<file path="src/rtl/multi_pulse_detector_if.sv">
// Purpose : bundles the level inputs, per-channel mode selects and counter
//           clear with the pulse/level/count outputs of multi_pulse_detector.
// Latency : n/a (signal bundle only). Backpressure: none, outputs are strobes.
// Signals : L[CH], mode[2*CH], cnt_clr  - driven by the master (control side)
//           P[CH], level[CH], cnt[CH*CNT_W] - driven by the slave (detector)
interface multi_pulse_detector_if #(
  parameter int CH    = 4,
  parameter int CNT_W = 8
);
  logic [CH-1:0]       L;
  logic [2*CH-1:0]     mode;
  logic                cnt_clr;
  logic [CH-1:0]       P;
  logic [CH-1:0]       level;
  logic [CH*CNT_W-1:0] cnt;

  modport master (output L, mode, cnt_clr, input  P, level, cnt);
  modport slave  (input  L, mode, cnt_clr, output P, level, cnt);
endinterface

</file>
<file path="src/rtl/multi_pulse_detector.sv">
// Purpose : per-channel hold-time glitch filter + edge detector producing one
//           registered single-cycle pulse per accepted edge (rise/fall/both/off).
// Latency : P and level update on edge k+HOLD-1 when L first differs at edge k.
// Backpr. : none; pulses are fire-and-forget strobes.
// Ports   : clk            rising-edge clock
//           reset          asynchronous active-high reset, clears all state
//           bus (slave)    L, mode, cnt_clr in; P, level, cnt out
// Config  : define PULSE_COUNT_EN to compile in the saturating per-channel
//           event counters; otherwise cnt reads 0 and cnt_clr is ignored.
module multi_pulse_detector #(
  parameter int CH    = 4,
  parameter int HOLD  = 1,
  parameter int CNT_W = 8
) (
  input logic                   clk,
  input logic                   reset,
  multi_pulse_detector_if.slave bus
);

  localparam int             RW     = $clog2(HOLD + 1);
  localparam logic [RW:0]    HOLD_V = HOLD[RW:0];

  logic [CH-1:0] r_f;
  logic [CH-1:0] r_p;
  logic [RW-1:0] r_run [CH];

  logic [CH-1:0] w_accept;
  logic [CH-1:0] w_pulse;
  logic [RW-1:0] w_run_nxt [CH];
  logic [RW:0]   w_run_inc [CH];

  always_comb begin
    w_accept = '0;
    w_pulse  = '0;
    for (int i = 0; i < CH; i++) begin
      w_run_nxt[i] = '0;
      // One bit wider than the run counter so the compare against HOLD
      // cannot wrap.
      w_run_inc[i] = {1'b0, r_run[i]} + (RW + 1)'(1);
      if (bus.L[i] != r_f[i]) begin
        if (w_run_inc[i] == HOLD_V) begin
          w_accept[i] = 1'b1;
        end else begin
          w_run_nxt[i] = w_run_inc[i][RW-1:0];
        end
      end
      // On accept the new filtered level equals L, so L gives the direction.
      if (w_accept[i]) begin
        unique case (bus.mode[2*i +: 2])
          2'b00:   w_pulse[i] = bus.L[i];
          2'b01:   w_pulse[i] = ~bus.L[i];
          2'b10:   w_pulse[i] = 1'b1;
          default: w_pulse[i] = 1'b0;
        endcase
      end
    end
  end

  always_ff @(posedge clk or posedge reset) begin
    if (reset) begin
      r_f <= '0;
      r_p <= '0;
      for (int i = 0; i < CH; i++) begin
        r_run[i] <= '0;
      end
    end else begin
      // An accept only happens when L differs from f, so it is a toggle.
      r_f <= r_f ^ w_accept;
      r_p <= w_pulse;
      for (int i = 0; i < CH; i++) begin
        r_run[i] <= w_run_nxt[i];
      end
    end
  end

  assign bus.P     = r_p;
  assign bus.level = r_f;

`ifdef PULSE_COUNT_EN
  logic [CNT_W-1:0] r_cnt [CH];

  always_ff @(posedge clk or posedge reset) begin
    if (reset) begin
      for (int i = 0; i < CH; i++) begin
        r_cnt[i] <= '0;
      end
    end else begin
      for (int i = 0; i < CH; i++) begin
        // Clear wins over the old count but still records a coincident event.
        if (bus.cnt_clr) begin
          r_cnt[i] <= w_pulse[i] ? CNT_W'(1) : '0;
        end else if (w_pulse[i] && (r_cnt[i] != {CNT_W{1'b1}})) begin
          r_cnt[i] <= r_cnt[i] + CNT_W'(1);
        end
      end
    end
  end

  for (genvar g = 0; g < CH; g++) begin : g_cnt_out
    assign bus.cnt[g*CNT_W +: CNT_W] = r_cnt[g];
  end
`else
  logic w_unused_cnt_clr;

  assign w_unused_cnt_clr = bus.cnt_clr;
  assign bus.cnt          = '0;
`endif

endmodule

</file>
<file path="src/flat_wrapper.sv">
// flat-port wrapper written by rule: the top's interface ports become plain ports
module multi_pulse_detector_flat 
#(
  parameter int CH    = 4,
  parameter int HOLD  = 1,
  parameter int CNT_W = 8
)
  (clk, reset, bus_L, bus_mode, bus_cnt_clr, bus_P, bus_level, bus_cnt);
  multi_pulse_detector_if #(.CH(CH), .CNT_W(CNT_W)) bus_i ();
  input logic clk;
  input logic reset;
  input wire logic [$bits(bus_i.L)-1:0] bus_L;
  input wire logic [$bits(bus_i.mode)-1:0] bus_mode;
  input wire logic [$bits(bus_i.cnt_clr)-1:0] bus_cnt_clr;
  output wire logic [$bits(bus_i.P)-1:0] bus_P;
  output wire logic [$bits(bus_i.level)-1:0] bus_level;
  output wire logic [$bits(bus_i.cnt)-1:0] bus_cnt;
  assign bus_i.L = bus_L;
  assign bus_i.mode = bus_mode;
  assign bus_i.cnt_clr = bus_cnt_clr;
  assign bus_P = bus_i.P;
  assign bus_level = bus_i.level;
  assign bus_cnt = bus_i.cnt;
  multi_pulse_detector #(.CH(CH), .HOLD(HOLD), .CNT_W(CNT_W)) u_core (.clk(clk), .reset(reset), .bus(bus_i));
endmodule
</file>
<file path="config.mk">
export PLATFORM = sky130hd
export DESIGN_NAME = multi_pulse_detector_flat
export DESIGN_NICKNAME = d
export VERILOG_FILES = /design/src/rtl/multi_pulse_detector_if.sv /design/src/rtl/multi_pulse_detector.sv /design/src/flat_wrapper.sv
export SDC_FILE = /design/constraint.sdc
export NUM_CORES = 1
export LEC_CHECK = 0
export ABC_CLOCK_PERIOD_IN_PS = 960
export CORE_UTILIZATION = 25
export DETAILED_ROUTE_END_ITERATION = 16
export GPL_ROUTABILITY_DRIVEN = 0
export HOLD_SLACK_MARGIN = 0.08
export PLACE_DENSITY = 0.7
export SETUP_SLACK_MARGIN = 0.05
export SYNTH_ARGS = -nofsm -noshare
export SYNTH_HDL_FRONTEND = slang
export SYNTH_SLANG_ARGS = --single-unit
</file>
<file path="constraint.sdc">
create_clock -name clk -period 0.96 [get_ports clk]
set_clock_uncertainty 0.05 [all_clocks]
set_input_delay 0.192 -clock clk [delete_from_list [all_inputs] [get_ports clk]]
set_output_delay 0.192 -clock clk [all_outputs]
set_load 0.01 [all_outputs]
</file>
# Yosys cells after proc, flatten, opt, wreduce, memory -nomap -nowiden
# Index checks and enable logic that the tools add are counted.
# op_classes
n_addsub	4
n_eq_ne	16
mux	24
bitwise	5
reduce_logical	4
# op_table
operator	count
$mux W1	20
$eq A2 B1 Y1 const B	8
$pmux W1 S3	4
$add A1 B1 Y2 const B	4
$eq A2 B2 Y1 const B	4
$logic_not A2 Y1	4
$ne A1 B1 Y1	4
$not A1 Y1	4
$xor A4 B4 Y4	1
# word_totals
regBits	12
inputBits	15
out_inout_bits	40

# Longest topological paths before layout
# depth
word_depth	5
mapped_depth	2

# Least setup slack after synthesis
# Ideal clock, no wire load.
# synth_path
path_type	reg2reg
from	reg u_core.r_f[2] (netlist: u_core.bus.level[2])
to	reg u_core.r_p[2] (netlist: u_core.bus.P[2])
setup_ns	0.121
arrival_ns	0.742
t_required_ns	0.789
path_slack_ns	0.047
path_stages_with_launch	3
synth_period_minus_slack_ns	0.913
path_cell_list	dfrtp_1 nor2b_1 a22o_1
# synth_between
elab_chain_cells	3
# synth_lines
item	line_no	rtl
start, declared	multi_pulse_detector.sv:23	logic [CH-1:0] r_f;
start signal, assigned	multi_pulse_detector.sv:68	r_f <= r_f ^ w_accept;
$ne A1 B1 Y1	multi_pulse_detector.sv:40	if (bus.L[i] != r_f[i]) begin
$mux W1	multi_pulse_detector.sv:40	
$mux W1	multi_pulse_detector.sv:48	if (w_accept[i]) begin
net u_core.w_pulse[2]	multi_pulse_detector.sv:28	logic [CH-1:0] w_pulse;
end signal, assigned	multi_pulse_detector.sv:69	r_p <= w_pulse;
end, declared	multi_pulse_detector.sv:24	logic [CH-1:0] r_p;
# The timed path passes the listed nets, and every way through them passes these cells.

# Worst setup path in the final report
# layout_path
from	reg u_core.r_f[1] (netlist: u_core.bus.level[1])
to	out bus_level[1]
# layout_rtl
item	line_no	rtl
end, declared	flat_wrapper.sv:16	output wire logic [$bits(bus_i.level)-1:0] bus_level;
# No word-level cell between the ends.

==> results.tsv <==
metric	value	unit
critPathSlowestCell	dfrtp_1	
arrival	0.76	ns
synth_top_area_cell	buf_4	
hpwl	712	µm
fillCellCount	212	
drc	0	
cts_sinks	8	
ys_warn_count	0	
cts_tree	built	
tns	-0.250	ns
crit_path_start_kind	register	
initial_core_util	27.6	%
ys_seq_area_share	35.9	%
drtIter0Drc	0	
crit_type	reg2out	
io_buffer_count	21	
hold_viol	0	
max_stage_delay	0.37	ns
fin_crit_sh	104	%
io_pins	55	
p_leak	0.000396	µW
avgRoutedWirePerCell	7.69	µm
totalPowerFinal	849	µW
synth_ff_type	dfrtp_1	
vias_per_cell	3.29	
clk_pin_slew	0.05	ns
coreArea	0.00202	mm²
area_growth	33.9	%
synthCells	58	
ant_nets	0	
dieHeight	49.2	µm
clkLatencyLatePin	0.25	ns
syn-cell-area	558	µm²
end_kind	output pin	
netlist_top_cells_count	buf_4 (32), dfrtp_1 (8), nand2b_1 (4)	
ctsHoldBuffers	0	
synth_top_area_share	43.0	%
synth.most_common_cell	buf_4	
cp_num_buf_inv	1	
violations	setup timing	
fin_nets	104	
row_count	16	
htreeDepth	1	
dp_cells	109	
fp.dieW	49.2	µm
dr_total_vias	375	
grt_first_pass_wirelength	1.36	mm
ir_drop	0.389	mV
crit_family	flip-flops	
numCtsBuffers	3	
cap_violations	0	
fin_cells	114	
status	finished with violations	
globalRouteOverflowTotal	0	
ys_seq_elements	8	
wirelength	877	µm
root_buffer	clkbuf_4	
path_max_fanout	2	
cellPowerDensity	1140	mW/mm²
synth_edf_count	0	
slew_violations	0	
synthTopCellsByArea	buf_4 (43%), dfrtp_1 (36%), nand2b_1 (4.5%)	
clockBufferDepth	2	
diodes	0	
setup-violations-final	10	
cp-startpoint	u_core.bus.level[1]	
setup_ws	-0.0395	ns
ys_async_sr_fraction	100	%
synth_area_per_cell	9.62	µm²
grt_use_total	7.77	%
die_area	0.00243	mm²
worstPathCellList	buf_2	
rsz0062_at_grt	yes	
rr_startpoint	u_core.bus.level[2]	
fmax	1.00	GHz
fin_crit	1.00	ns
final_util	36.9	%
first_pass_iters	1	
antenna_found_initial	0	
critPathRequiredTime	0.72	ns
hold_path.class	in2async	
yosys.cell_types.count	11	
drive_gt1_share	24.1	%
grt_max_degree	9	
first_global_vias	342	
flip-flops by register name, summed over array words and instances (netlist names):
name / flops
u_core.bus.level: 4
u_core.bus.P: 4
cell usage in the layout (no fill, tap or decap):
| cell | n |
|---|---|
| buf_2 | 7 |
| nand2b_4 | 2 |
| inv_1 | 1 |
| xor2_1 | 2 |
| nand2b_1 | 2 |
| o22ai_2 | 2 |
| clkbuf_4 | 3 |
| buf_6 | 3 |
| dfrtp_1 | 8 |
| buf_4 | 4 |
| conb_1 | 32 |
| nor2_1 | 2 |
| xnor2_1 | 2 |
| clkdlybuf4s50_1 | 13 |
| a22o_1 | 2 |
| nor2b_1 | 2 |
final timing paths:
kind,depth (start not counted),end,slack (ns)
worst max-delay path,1,bus_level[1],-0.04
worst min-delay path,2,u_core.bus.level[0],0.13
worst max register to register,3,u_core.bus.P[2],-0.02
worst min register to register,3,u_core.bus.P[0],0.60
max in group asynchronous,2,u_core.bus.level[2],0.51
min in group clk,1,u_core.bus.level[2],0.39
logic make-up (layout without fill, tap and decap cells):
family          after synthesis  after routing  share of synthesized area, %
buf+inv                      33             31                          43.7
simple gates                  8              8                          8.07
compound gates                4              4                          5.38
flops                         8              8                          35.9
xor+xnor                      4              4                          6.28
other cells                   1             32                         0.672
report_power, final:
group | total, µW | internal [µW] | switching (µW)
clock | 244 | 142 | 102
sequential | 367 | 360 | 7.58
combinational | 238 | 115 | 123
total | 849 | 617 | 233
routing by layer:
metal,global-route usage (%),routed length (µm)
met3,2.18,117
met5,0,0
met4,7.35,13
met1,5.89,256
met2,15.1,488
layout make-up:
type                            count  area, µm²  share of cell area (%)
Inverter                            1       3.75                   0.503
Multi-Input combinational cell     48        258                    34.5
Clock buffer                        3       22.5                    3.02
Sequential cell                     8        200                    26.8
Timing Repair Buffer               27        229                    30.7
Tap cell                           27       33.8                    4.52
repair_timing:
action,CTS,global route
setup buffers,2,0
gates resized for setup,38,1
endpoints found under the setup margin,10,12
hold endpoints to repair,0,0
stage by stage:
stage	area (µm²)	hold slack, ns	setup slack [ns]
3_3_place_gp	708	0.403	-0.219
2_1_floorplan	674	-0.0423	0.0679
4_1_cts	741	0.133	-0.0567
3_5_place_dp	708	0.399	-0.241
6_report	747	0.131	-0.0395
5_1_grt	747	0.155	-0.0867
Power figures use the tool's default switching activity.
